### src/rtl/byte_unrotate_pipe_if.sv
// Valid/ready bundle for the lane un-rotator: upstream word + amount in, un-rotated word out.
interface byte_unrotate_pipe_if #(
    parameter int N = 8,
    parameter int S = 3
);
    logic             in_valid;
    logic             in_ready;
    logic [N*8-1:0]   in_data;
    logic [S-1:0]     in_amt;
    logic             out_valid;
    logic             out_ready;
    logic [N*8-1:0]   out_data;
    logic [S-1:0]     out_amt;
    logic [S:0]       occupancy;

    modport master (
        output in_valid, in_data, in_amt, out_ready,
        input  in_ready, out_valid, out_data, out_amt, occupancy
    );

    modport slave (
        input  in_valid, in_data, in_amt, out_ready,
        output in_ready, out_valid, out_data, out_amt, occupancy
    );
endinterface

### src/rtl/byte_unrotate_pipe.sv
// S-stage pipelined lane un-rotator: out lane i = in lane (i - amt) mod N.
// Stage k applies a 2^k-lane right rotate when amt bit k is set; stalls collapse bubbles.
module byte_unrotate_pipe #(
    parameter int N = 8,
    parameter int S = 3
) (
    input  logic clk,
    input  logic reset,
    byte_unrotate_pipe_if.slave bus
);
    localparam int W = N * 8;

    logic [S-1:0] valid_reg;
    logic [W-1:0] data_reg [S];
    logic [S-1:0] amt_reg [S];
    logic [S:0]   occupancy_reg;

    logic [S-1:0] load;
    logic [S-1:0] valid_src;
    logic [S-1:0] valid_next;
    logic [S:0]   occupancy_next;
    logic [W-1:0] data_src [S];
    logic [S-1:0] amt_src [S];
    logic [W-1:0] data_rot [S];

    genvar gi;
    generate
        for (gi = 0; gi < S; gi++) begin : g_stage
            localparam int SH = (1 << gi) * 8;
            if (gi == 0) begin : g_head
                assign data_src[gi]  = bus.in_data;
                assign amt_src[gi]   = bus.in_amt;
                assign valid_src[gi] = bus.in_valid;
            end else begin : g_body
                assign data_src[gi]  = data_reg[gi-1];
                assign amt_src[gi]   = amt_reg[gi-1];
                assign valid_src[gi] = valid_reg[gi-1];
            end
            // Top SH bits wrap into the low lanes: lane i takes lane (i - 2^gi).
            assign data_rot[gi] = amt_src[gi][gi]
                                ? {data_src[gi][W-SH-1:0], data_src[gi][W-1:W-SH]}
                                : data_src[gi];
        end
    endgenerate

    // A stage loads when it is empty or its contents leave; evaluated from the output backward.
    always_comb begin
        load           = '0;
        valid_next     = valid_reg;
        occupancy_next = '0;
        load[S-1]      = !valid_reg[S-1] || bus.out_ready;
        for (int k = S - 2; k >= 0; k--) begin
            load[k] = !valid_reg[k] || load[k+1];
        end
        for (int k = 0; k < S; k++) begin
            if (load[k]) begin
                valid_next[k] = valid_src[k];
            end
            occupancy_next = occupancy_next + {{S{1'b0}}, valid_next[k]};
        end
    end

    always_ff @(posedge clk or negedge reset) begin
        if (!reset) begin
            valid_reg     <= '0;
            occupancy_reg <= '0;
            for (int k = 0; k < S; k++) begin
                data_reg[k] <= '0;
                amt_reg[k]  <= '0;
            end
        end else begin
            valid_reg     <= valid_next;
            occupancy_reg <= occupancy_next;
            for (int k = 0; k < S; k++) begin
                if (load[k] && valid_src[k]) begin
                    data_reg[k] <= data_rot[k];
                    amt_reg[k]  <= amt_src[k];
                end
            end
        end
    end

    assign bus.in_ready  = load[0];
    assign bus.out_valid = valid_reg[S-1];
    assign bus.out_data  = data_reg[S-1];
    assign bus.out_amt   = amt_reg[S-1];
    assign bus.occupancy = occupancy_reg;
endmodule

### src/flat_wrapper.sv
// flat-port wrapper written by rule: the top's interface ports become plain ports
module byte_unrotate_pipe_flat 
#(
    parameter int N = 8,
    parameter int S = 3
)
  (clk, reset, bus_in_valid, bus_in_data, bus_in_amt, bus_out_ready, bus_in_ready, bus_out_valid, bus_out_data, bus_out_amt, bus_occupancy);
  byte_unrotate_pipe_if #(.N(N), .S(S)) bus_i ();
  input  logic clk;
  input  logic reset;
  input wire logic [$bits(bus_i.in_valid)-1:0] bus_in_valid;
  input wire logic [$bits(bus_i.in_data)-1:0] bus_in_data;
  input wire logic [$bits(bus_i.in_amt)-1:0] bus_in_amt;
  input wire logic [$bits(bus_i.out_ready)-1:0] bus_out_ready;
  output wire logic [$bits(bus_i.in_ready)-1:0] bus_in_ready;
  output wire logic [$bits(bus_i.out_valid)-1:0] bus_out_valid;
  output wire logic [$bits(bus_i.out_data)-1:0] bus_out_data;
  output wire logic [$bits(bus_i.out_amt)-1:0] bus_out_amt;
  output wire logic [$bits(bus_i.occupancy)-1:0] bus_occupancy;
  assign bus_i.in_valid = bus_in_valid;
  assign bus_i.in_data = bus_in_data;
  assign bus_i.in_amt = bus_in_amt;
  assign bus_i.out_ready = bus_out_ready;
  assign bus_in_ready = bus_i.in_ready;
  assign bus_out_valid = bus_i.out_valid;
  assign bus_out_data = bus_i.out_data;
  assign bus_out_amt = bus_i.out_amt;
  assign bus_occupancy = bus_i.occupancy;
  byte_unrotate_pipe #(.N(N), .S(S)) u_core (.clk(clk), .reset(reset), .bus(bus_i));
endmodule
### config.mk
export PLATFORM = sky130hd
export DESIGN_NAME = byte_unrotate_pipe_flat
export DESIGN_NICKNAME = d
export VERILOG_FILES = /design/src/rtl/byte_unrotate_pipe_if.sv /design/src/rtl/byte_unrotate_pipe.sv /design/src/flat_wrapper.sv
export SDC_FILE = /design/constraint.sdc
export NUM_CORES = 1
export LEC_CHECK = 0
export ABC_AREA = 1
export CORE_MARGIN = 2
export CORE_UTILIZATION = 30
export DETAILED_ROUTE_END_ITERATION = 7
export GPL_TIMING_DRIVEN = 0
export PLACE_DENSITY = 0.5
export SLEW_MARGIN = 20
export SYNTH_ARGS = -nofsm -noshare
export SYNTH_HDL_FRONTEND = slang
export SYNTH_SLANG_ARGS = --single-unit
### constraint.sdc
create_clock -name clk -period 1.5 [get_ports clk]
set_clock_uncertainty 0.05 [all_clocks]
set_input_delay 0.3 -clock clk [delete_from_list [all_inputs] [get_ports clk]]
set_output_delay 0.3 -clock clk [all_outputs]
set_load 0.02 [all_outputs]
==> summary.md, run 1 <==
| Metric | Value |
|---|---|
| Result of the run | `finished, violations left` |
| Failing checks | `setup timing` |
| Overall overflow remaining after global route | `0` |
| CTS buffer count | `23` |
| Register area | `5181 sq um` |
| Layout fillers | `~3800` |
| Most Crowded Layer GR | `met2` |
| Clock insertion delay at the later pin of the skew report | `510 ps` |
| Max Slew Vio Count | `0` |
| CP Buf/Inv Count | `2` |
| Y dimension of the die | `approximately 190 um` |
| # diodes | `0` |
| Met1 global-route usage | `between 20% and 30%` |
| Setup ws final | `-203.0 ps` |
| Power Dens Cells | `approximately 1500 nW/um^2` |
| Met3 demand-to-capacity share in global routing | `between 1.5 and 2%` |
| Final critical-path required period | `between 1500 and 2000 ps` |
| Final-layout worst hold slack | `roughly 250 ps` |
| CP Capture Point | `bus_in_ready` |
| List of cells traversed by the critical path | `nand4_4 -> buf_8 -> buf_6` |
| Period utilization | `113.5%` |
| Final Wtd Congestion | `0.9200` |
| Residual antenna-violating net count after detailed routing | `0` |
| Avg Synthesized Cell Area | `7.105 sq um` |
| Port Buffer Count | `141` |
| Area used by multi-input combinational logic | `roughly 4400 sq um` |
| Ratio of cells with drive above 1 in the final layout | `~16%` |
| Deepest level of the CTS H-tree | `1` |
| Max cap viols | `0` |
| Critical path class | `flip-flop to output pin` |
| Maximum net fanout on the critical path | `4` |
| Non-filler instance count after layout | `2155` |
| Hold WC Path Type | `input pin to async pin` |
| Number of hold violations in the final report | `0` |
| Initial core utilization | `between 30% and 40%` |
| Buffer levels on the longest clock path | `3` |
| Critical Path RT | `1150 ps` |
| Area leader, netlist | `sky130_fd_sc_hd__dfrtp_1` |
| Cell count along the critical path | `3` |
| Yosys warnings | `0` |
| Library cell contributing the largest single delay on the critical path | `sky130_fd_sc_hd__dfrtp_2` |
| Root buffer selected by CTS | `sky130_fd_sc_hd__clkbuf_16` |
| Critical path arrival | `1350 ps` |
| Rel. slew slack | `approximately 60%` |
| CP Capture Type | `output pin` |
| Drt first-iter violations | `roughly 750` |
| Total number of placement rows | `69` |
| Total power after layout | `20.66 mW` |
| NumNets Final | `roughly 1800` |
| Area of the die | `between 30000 and 40000 sq um` |
| Number of standard cells after synthesis | `1507` |
| Clock tree from TritonCTS | `built` |
| Top cells by area in the synthesized netlist | `sky130_fd_sc_hd__dfrtp_1 48%, sky130_fd_sc_hd__nand2_1 30%, sky130_fd_sc_hd__o21ai_0 6.1%` |
| Detailed Routing Iterations Pass 1 | `5` |
| Global-route wire length before repair | `55.17 mm` |
| Vias in the first global route | `9673` |
| Core footprint | `35400 sq um` |
| Post-DP HPWL | `27.53 mm` |
| Crit path launch type | `flip-flop` |
| Number of endpoints failing setup at the final stage | `20` |
| Distinct cell type count after synthesis | `16` |
| Cell family with the largest share of critical-path delay | `flip-flops` |
| Endpoint of the most critical register-to-register path | `u_core.bus.occupancy[0]` |
| RSZ-0062 raised after global routing | `true` |
| Clock transition at the registers of the reported paths | `approximately 60 ps` |
| Most common cell after layout, fill and taps aside | `sky130_fd_sc_hd__nand2_1` |
| Routed length per placed instance | `roughly 16 um` |
| Global-route track usage on met2 | `between 30% and 40%` |
| Fraction of post-synthesis cell area in the top cell type by area | `48.38%` |
| Total of flip-flops plus latches after synthesis | `between 200 and 250` |
| Clock tree sinks | `about 210` |
| All-Layer GR Usage | `roughly a fifth` |
| Drt total wl | `between 30 and 40 mm` |
| Leakage | `approximately 7.5 nW` |
| Commonest cells after routing, fill and taps aside | `854 x sky130_fd_sc_hd__nand2_1, 206 x sky130_fd_sc_hd__dfrtp_1, 126 x sky130_fd_sc_hd__o21ai_0` |
| Top-level port count | `between 100 and 150` |
| Chip width | `~190 um` |
| Number of flip-flops under the largest register name | `128` |
| Worst-case register-to-register setup slack | `-150 ps` |
| Max incr delay on CP | `around 410 ps` |
| FMAX | `around 0.59 GHz` |
| Reg2Reg Launch Point | `u_core.valid_reg[2]` |
| Synth-to-layout area growth | `29.74%` |
| Number of vias after detailed routing | `between 9000 and 10000` |
| Pin count of the biggest net entering global routing | `94` |
| Sequential-to-total area share from yosys stat | `between 40 and 50%` |
| DRC Markers | `0` |
| Syn nets | `1582` |
| Number of antenna violations at the first check in global routing | `0` |
| Worst Setup SP | `u_core.valid_reg[2]` |
| Cell area after synthesis | `about 11000 sq um` |
| Pin slew with the least headroom to its limit | `around 570 ps` |
| Via density | `around 4.5` |
| Share of the core filled with cells | `approximately 39%` |
| Worst voltage drop across the vdd grid | `~0.72 mV` |
| Cell Count Post-Placement | `approximately 2100` |
| Number of cells traversed by the worst register-to-register path | `7` |
==> power breakdown <==
| group | total, mW | internal [mW] | switching, mW | leakage [nW] |
|---|---|---|---|---|
| registers | 8.05 | 6.96 | 1.08 | 2.63 |
| clock network | 5.30 | 3.11 | 2.19 | 0.335 |
| logic | 7.32 | 3.35 | 3.96 | 4.49 |
| total | 20.7 | 13.4 | 7.23 | 7.45 |
==> worst register-to-register path, stage by stage, from the launching register on <==
cell,delay (ps)
sky130_fd_sc_hd__dfrtp_2,410
sky130_fd_sc_hd__nand4_4,150
sky130_fd_sc_hd__buf_6,170
sky130_fd_sc_hd__buf_8,120
sky130_fd_sc_hd__nand2_8,70
sky130_fd_sc_hd__inv_2,40
sky130_fd_sc_hd__fa_2,500
sky130_fd_sc_hd__inv_1,40
==> worst min path at each step <==
stage	startpoint	end	slack, ps	depth (start not counted)
final	reset	u_core.bus.out_data[20]	250	2
after floorplan	reset	u_core.amt_reg[3]	-50	0
after detailed placement	reset	u_core.bus.out_data[20]	200	1
after global placement	u_core.data_reg[130]	u_core.data_reg[130]	410	2
after CTS	reset	u_core.bus.out_data[20]	270	2
after global routing	reset	u_core.bus.out_data[20]	290	2
==> cell usage after synthesis (all sizes together) <==
cell,instances
conb,1
nand2,859
clkbuf,36
inv,78
ha,3
fa,1
buf,123
o21ai,130
nand3,68
dfrtp,207
nand4,1
==> final cells by class <==
class / count / area share, %
buffer: 92 / 4.260
clock buffer: 33 / 4.629
clock inverter: 3 / 0.2882
inverter: 78 / 2.126
multi-input combinational: 1063 / 31.81
sequential: 207 / 37.30
tap: 461 / 4.152
timing repair buffer: 218 / 15.44
==> timing repair <==
item / 4_1_cts / 5_1_grt
hold buffers: 1 / 0
hold endpoints to repair: 54 / 0
pin swaps: 5 / 4
endpoints found under the setup margin: 197 / 207
resized for setup: 485 / 55
buffers inserted: 51 / 23
==> through the flow <==
step | setup TNS, ps | instance area (sq um) | setup WS [ps]
after floorplan | -34.62 | 10730 | -23.39
after global placement | -1927730 | 12720 | -9690
final | -669.3 | 13890 | -203.0
after global routing | -4506 | 13890 | -249.1
after CTS | -3857 | 13970 | -252.5
after detailed placement | -88850 | 12780 | -974.6
==> kinds of logic (layout without fill, tap and decap cells) <==
group | Yosys count | after routing | synth area share (%)
flip-flops | 207 | 207 | 48.38
buffers and inverters | 237 | 424 | 11.52
adder cells (fa/ha/maj) | 4 | 4 | 0.5376
AND/OR/NAND/NOR | 928 | 928 | 33.45
AO/OA/AOI/OAI | 130 | 130 | 6.076
other | 1 | 1 | 0.03502
==> routing by layer <==
| metal | part of all wire [%] | vias up |
|---|---|---|
| met4 | 1.8 | 0 |
| met5 | 0 | - |
| met2 | 45 | 234 |
| li1 | - | 4905 |
| met1 | 49 | 4457 |
| met3 | 3.7 | 38 |
(Power assumes the default switching activity.)
==> inputs of run 2 (changes only) <==
--- a/config.mk
+++ b/config.mk
@@ -15,3 +15,4 @@
 export SYNTH_ARGS = -nofsm -noshare
 export SYNTH_HDL_FRONTEND = slang
 export SYNTH_SLANG_ARGS = --single-unit
+export TNS_END_PERCENT = 50
==> summary.md, run 2 (synthesis gave the netlist of run 1 again) <==
| Metric | Value |
|---|---|
| Result of the run | `finished, violations left (unchanged)` |
| Failing checks | `setup timing (unchanged)` |
| Critical path arrival | `1350 ps (about the same)` |
| Synth-to-layout area growth | `38.20% (was 29.74%)` |
| Worst-case register-to-register setup slack | `-150 ps (about the same)` |
| Worst Setup SP | `u_core.valid_reg[2] (unchanged)` |
| Number of endpoints failing setup at the final stage | `76 (was 20)` |
| Pin count of the biggest net entering global routing | `95 (was 94)` |
| Initial core utilization | `30.25% (unchanged)` |
| Leakage | `7.866 nW (was 7.454 nW)` |
| Share of the core filled with cells | `41.81% (was 39.25%)` |
| Final-layout worst hold slack | `213.0 ps (was 249.9 ps)` |
| Root buffer selected by CTS | `sky130_fd_sc_hd__clkbuf_16 (unchanged)` |
| Total number of placement rows | `69 (unchanged)` |
| Overall overflow remaining after global route | `0 (unchanged)` |
| Global-route wire length before repair | `54.57 mm (was 55.17 mm)` |
| Crit path launch type | `flip-flop (unchanged)` |
| Critical path class | `flip-flop to output pin (unchanged)` |
| Post-DP HPWL | `27.42 mm (was 27.53 mm)` |
| DRC Markers | `0 (unchanged)` |
| # diodes | `0 (unchanged)` |
| All-Layer GR Usage | `19.14% (was 19.27%)` |
| Reg2Reg Launch Point | `u_core.valid_reg[1] (was u_core.valid_reg[2])` |
| Buffer levels on the longest clock path | `3 (unchanged)` |
| Worst voltage drop across the vdd grid | `0.9648 mV (was 0.7212 mV)` |
| Clock tree from TritonCTS | `built (unchanged)` |
| RSZ-0062 raised after global routing | `true (unchanged)` |
| Number of cells traversed by the worst register-to-register path | `8 (was 7)` |
| Most common cell after layout, fill and taps aside | `sky130_fd_sc_hd__nand2_1 (unchanged)` |
| Endpoint of the most critical register-to-register path | `u_core.bus.occupancy[2] (was u_core.bus.occupancy[0])` |
| Pin slew with the least headroom to its limit | `525.7 ps (was 573.1 ps)` |
| Clock insertion delay at the later pin of the skew report | `510 ps (about the same)` |
| Number of vias after detailed routing | `9773 (was 9634)` |
| Rel. slew slack | `64.95% (was 61.80%)` |
| Max cap viols | `0 (unchanged)` |
| Drt first-iter violations | `510 (was 752)` |
| Number of hold violations in the final report | `0 (unchanged)` |
| Number of flip-flops under the largest register name | `128 (unchanged)` |
| Area of the die | `37220 sq um (unchanged)` |
| Layout fillers | `3699 (was 3783)` |
| Core footprint | `35400 sq um (unchanged)` |
| Chip width | `192.9 um (unchanged)` |
| Max Slew Vio Count | `0 (unchanged)` |
| Vias in the first global route | `9644 (was 9673)` |
| Via density | `4.448 (was 4.471)` |
| Top-level port count | `144 (unchanged)` |
| Placement Setup Slack | `-955.1 ps (was -974.6 ps)` |
| Hold WC Path Type | `input pin to async pin (unchanged)` |
| Detailed Routing Iterations Pass 1 | `5 (unchanged)` |
| Power Dens Cells | `1501 nW/um^2 (was 1487 nW/um^2)` |
| Period utilization | `113.1% (was 113.5%)` |
| Deepest level of the CTS H-tree | `1 (unchanged)` |
| Ratio of cells with drive above 1 in the final layout | `21.31% (was 16.41%)` |
| Clock transition at the registers of the reported paths | `60 ps (about the same)` |
| Register area | `5181 sq um (unchanged)` |
| Final Wtd Congestion | `0.8952 (was 0.9200)` |
| Residual antenna-violating net count after detailed routing | `0 (unchanged)` |
| Y dimension of the die | `192.9 um (unchanged)` |
| Maximum net fanout on the critical path | `3 (was 4)` |
| Drt total wl | `35.55 mm (was 35.31 mm)` |
| Critical Path RT | `1150 ps (about the same)` |
| Setup ws final | `-196.4 ps (was -203.0 ps)` |
| Routed length per placed instance | `16.18 um (was 16.39 um)` |
| FMAX | `0.5895 GHz (was 0.5872 GHz)` |
| NumNets Final | `1796 (was 1758)` |
| CTS buffer count | `23 (unchanged)` |
| Area used by multi-input combinational logic | `4591 sq um (was 4419 sq um)` |
| Clock tree sinks | `207 (unchanged)` |
| Port Buffer Count | `141 (unchanged)` |
| Final critical-path required period | `1696 ps (was 1703 ps)` |
| CP Capture Type | `output pin (unchanged)` |
| Commonest cells after routing, fill and taps aside | `813 x sky130_fd_sc_hd__nand2_1, 206 x sky130_fd_sc_hd__dfrtp_1, 125 x sky130_fd_sc_hd__o21ai_0 (was 854 x sky130_fd_sc_hd__nand2_1, 206 x sky130_fd_sc_hd__dfrtp_1, 126 x sky130_fd_sc_hd__o21ai_0)` |
| Number of antenna violations at the first check in global routing | `0 (unchanged)` |
==> run 2: changes by cell type in the layout (fill, tap and decap cells not counted), sizes merged <==
cell and change:
buf +48, bufinv +2, clkbuf -8, clkdlybuf4s15 -2, clkinvlp +1, dlygate4sd2 +1
==> run 2: cell type report <==
class                           instances  area share (%)
Sequential cell                       207           35.01
Clock inverter                          6          0.7272
Buffer                                133           7.694
Inverter                               78           2.046
Tap cell                              461           3.898
Multi-Input combinational cell       1063           31.02
Timing Repair Buffer                  215           14.82
Clock buffer                           34           4.777
==> run 2: worst max-delay path by stage <==
stage                     cells after the start  slack [ps]                 endpoint
after global placement                        1       -9750      u_core.valid_reg[2]
after floorplan                               6         -30  u_core.bus.occupancy[2]
after global routing                          3        -250             bus_in_ready
after CTS                                     3        -250             bus_in_ready
final                                         3        -200             bus_in_ready
after detailed placement                      5        -960             bus_in_ready
==> run 2: timing repair <==
item / CTS / global route
pin swaps: 5 / 4
endpoints found under the setup margin: 192 / 242
hold buffers: 1 / 0
gates resized for setup: 487 / 187
setup buffers: 52 / 15
endpoints found under the hold margin: 37 / 0
cloned: 0 / 4
==> run 2: power breakdown <==
part	internal, mW	leakage, nW	switching (mW)	total [mW]
Combinational	4.00	4.84	4.19	8.19
Clock	3.75	0.401	2.24	5.99
Sequential	6.96	2.63	1.07	8.03
==> run 2: through the flow <==
stage          total power, mW  std cells   TNS, ps  cell area [sq um]
6_report                 22.21       2197     -2035              14800
5_1_grt                  23.61       2197    -12420              14800
4_1_cts                  21.88       2180     -2774              14100
3_5_place_dp             15.07       2111    -86810              12780
3_3_place_gp             15.00       2109  -1940510              12720
2_1_floorplan            12.04       1507    -50.14              10730
==> run 2: critical path, stage by stage (launching register included) <==
cell and delay, ps:
sky130_fd_sc_hd__dfrtp_2 390, sky130_fd_sc_hd__nand4_4 160, sky130_fd_sc_hd__buf_8 170, sky130_fd_sc_hd__buf_6 120
==> run 2: routing by layer <==
metal / GRT usage (%) / part of all wire, % / wire (um)
met5: 0 / 0 / 0
met4: 5.973 / 2.6 / 917
met3: 2.164 / 3.7 / 1310
met2: 30.84 / 46 / 16190
met1: 26.96 / 48 / 17140
==> inputs of run 3 (changes only) <==
--- a/config.mk
+++ b/config.mk
@@ -11,7 +11,6 @@
 export DETAILED_ROUTE_END_ITERATION = 7
 export GPL_TIMING_DRIVEN = 0
 export PLACE_DENSITY = 0.5
-export SLEW_MARGIN = 20
 export SYNTH_ARGS = -nofsm -noshare
 export SYNTH_HDL_FRONTEND = slang
 export SYNTH_SLANG_ARGS = --single-unit
==> summary.md, run 3 (synthesis gave the netlist of run 1 again) <==
| Metric | Value |
|---|---|
| Layout fillers | `3770 (was 3699)` |
| # diodes | `0 (unchanged)` |
| Vias in the first global route | `9605 (was 9644)` |
| Routed length per placed instance | `16.21 um (was 16.18 um)` |
| NumNets Final | `1759 (was 1796)` |
| Core footprint | `35400 sq um (unchanged)` |
| Total number of placement rows | `69 (unchanged)` |
| Critical path class | `flip-flop to output pin (unchanged)` |
| Synth-to-layout area growth | `31.14% (was 38.20%)` |
| Number of flip-flops under the largest register name | `128 (unchanged)` |
| Top-level port count | `144 (unchanged)` |
| Ratio of cells with drive above 1 in the final layout | `17.17% (was 21.31%)` |
| Share of total power consumed by net switching | `34.73% (was 33.75%)` |
| Maximum net fanout on the critical path | `2 (was 3)` |
| Final Wtd Congestion | `0.8952 (unchanged)` |
| CP Capture Type | `output pin (unchanged)` |
| Final-layout worst hold slack | `-257.6 ps (was 213.0 ps)` |
| Clock insertion delay at the later pin of the skew report | `510 ps (about the same)` |
| Drt first-iter violations | `670 (was 510)` |
| DRC Markers | `0 (unchanged)` |
| Y dimension of the die | `192.9 um (unchanged)` |
| Number of antenna violations at the first check in global routing | `0 (unchanged)` |
| Pin slew with the least headroom to its limit | `782.9 ps (was 525.7 ps)` |
| Residual antenna-violating net count after detailed routing | `0 (unchanged)` |
| Post-route cell area | `14040 sq um (was 14800 sq um)` |
| Clock transition at the registers of the reported paths | `60 ps (about the same)` |
| Drt total wl | `35.05 mm (was 35.55 mm)` |
| Power Dens Cells | `1527 nW/um^2 (was 1501 nW/um^2)` |
| Final critical-path required period | `1740 ps (was 1696 ps)` |
| Critical path arrival | `1390 ps (was 1350 ps)` |
| Hold WC Path Type | `input pin to async pin (unchanged)` |
| Deepest level of the CTS H-tree | `1 (unchanged)` |
| Register area | `5181 sq um (unchanged)` |
| Area of the die | `37220 sq um (unchanged)` |
| CTS buffer count | `23 (unchanged)` |
| Cell Int Power | `14.00 mW (was 14.72 mW)` |
| Placement Setup Slack | `-949.6 ps (was -955.1 ps)` |
| Leakage | `7.522 nW (was 7.866 nW)` |
| Clock tree from TritonCTS | `built (unchanged)` |
| Global-route wire length before repair | `54.41 mm (was 54.57 mm)` |
| Part of the total power dissipated in sequential elements | `37.4% (was 36.2%)` |
| Crit path launch type | `flip-flop (unchanged)` |
| Setup ws final | `-240.0 ps (was -196.4 ps)` |
| Root buffer selected by CTS | `sky130_fd_sc_hd__clkbuf_16 (unchanged)` |
| Number of endpoints failing setup at the final stage | `46 (was 76)` |
| Initial core utilization | `30.25% (unchanged)` |
| Rel. slew slack | `47.81% (was 64.95%)` |
| Overall overflow remaining after global route | `0 (unchanged)` |
| Port Buffer Count | `141 (unchanged)` |
| Share of the core filled with cells | `39.67% (was 41.81%)` |
| Number of hold violations in the final report | `97 (was 0)` |
| Clock share of power | `27.7% (was 27.0%)` |
| Critical Path RT | `1150 ps (about the same)` |
| RSZ-0062 raised after global routing | `true (unchanged)` |
| Pin count of the biggest net entering global routing | `111 (was 95)` |
| Via density | `4.476 (was 4.448)` |
| Clock tree sinks | `207 (unchanged)` |
| Area used by multi-input combinational logic | `4378 sq um (was 4591 sq um)` |
| Commonest cells after routing, fill and taps aside | `846 x sky130_fd_sc_hd__nand2_1, 206 x sky130_fd_sc_hd__dfrtp_1, 127 x sky130_fd_sc_hd__o21ai_0 (was 813 x sky130_fd_sc_hd__nand2_1, 206 x sky130_fd_sc_hd__dfrtp_1, 125 x sky130_fd_sc_hd__o21ai_0)` |
| Result of the run | `finished, violations left (unchanged)` |
| Buffer levels on the longest clock path | `3 (unchanged)` |
| Chip width | `192.9 um (unchanged)` |
| Max Slew Vio Count | `0 (unchanged)` |
| Post-DP HPWL | `27.25 mm (was 27.42 mm)` |
| Max cap viols | `0 (unchanged)` |
| Number of vias after detailed routing | `9677 (was 9773)` |
| Most common cell after layout, fill and taps aside | `sky130_fd_sc_hd__nand2_1 (unchanged)` |
| Total power after layout | `21.45 mW (was 22.21 mW)` |
| Detailed Routing Iterations Pass 1 | `5 (unchanged)` |
| Logic gate share of total power | `34.9% (was 36.9%)` |
| Period utilization | `116.0% (was 113.1%)` |
| Failing checks | `hold timing, setup timing (was setup timing)` |
| All-Layer GR Usage | `19.15% (was 19.14%)` |
| Total net switching power | `7.449 mW (was 7.497 mW)` |
| Placed inst area | `12750 sq um (was 12780 sq um)` |
| FMAX | `0.5747 GHz (was 0.5895 GHz)` |
| Worst voltage drop across the vdd grid | `0.7590 mV (was 0.9648 mV)` |
-- run 3: cell types whose count changed in the layout (fill, tap and decap cells not counted), sizes merged --
cell | before | now
dlygate4sd3 | 1 | 0
clkdlybuf4s15 | 1 | 0
clkinvlp | 1 | 3
buf | 243 | 205
clkinv | 2 | 3
inv | 78 | 80
-- run 3: worst paths after layout --
| check | slack [ps] | to | start | cells past startpoint |
|---|---|---|---|---|
| min in group clk | 270 | u_core.amt_reg[7] | bus_in_valid | 5 |
| setup reg to reg | -160 | u_core.bus.occupancy[2] | u_core.valid_reg[0] | 7 |
| setup / recovery | -240 | bus_in_ready | u_core.valid_reg[0] | 3 |
| hold reg to reg | 420 | u_core.data_reg[162] | u_core.data_reg[162] | 2 |
| hold / removal | -260 | u_core.bus.out_data[19] | reset | 1 |
| max in group asynchronous | 620 | u_core.bus.out_data[8] | reset | 2 |
-- run 3: cell type report --
class / count / share of cell area (%)
Sequential cell: 207 / 36.90
Inverter: 78 / 2.121
Buffer: 113 / 6.193
Clock inverter: 11 / 1.034
Timing Repair Buffer: 198 / 13.87
Multi-Input combinational cell: 1063 / 31.18
Tap cell: 461 / 4.108
Clock buffer: 31 / 4.598
-- run 3: metal layers --
| metal | vias to the layer above | GRT usage [%] | share of wire, % |
|---|---|---|---|
| met2 | 258 | 31.14 | 45 |
| met1 | 4465 | 26.92 | 48 |
| met3 | 43 | 2.273 | 4.3 |
| met5 | - | 0 | 0 |
| met4 | 0 | 5.332 | 2.5 |
| li1 | 4911 | - | - |
-- run 3: metrics by stage --
step / hold slack, ps / instances / setup TNS [ps]
after global routing: -205.6 / 2162 / -8653
after detailed placement: 335.5 / 2110 / -86460
final: -257.6 / 2162 / -2030
after floorplan: -45.59 / 1507 / -50.14
after CTS: -222.8 / 2158 / -2858
after global placement: 407.6 / 2109 / -1940510
-- run 3: critical path, stage by stage, from the launching register on --
cell and delay, ps:
sky130_fd_sc_hd__dfrtp_1 380, sky130_fd_sc_hd__nand4_4 190, sky130_fd_sc_hd__buf_8 180, sky130_fd_sc_hd__buf_6 120
-- run 3: power groups by stage --
stage	registers (mW)	logic, mW	clock network (mW)
finish	8.03	7.49	5.94
global route	8.22	8.30	6.26
CTS	8.02	7.48	6.08
detailed placement	7.99	7.07	0
global placement	8.00	7.00	0
floorplan	7.68	4.37	0
-- run 3: timing repair --
action,CTS,global route
endpoints found under the hold margin,97,97
pin swaps,4,1
gates resized for setup,504,57
endpoints found under the setup margin,195,216
buffers inserted,52,4
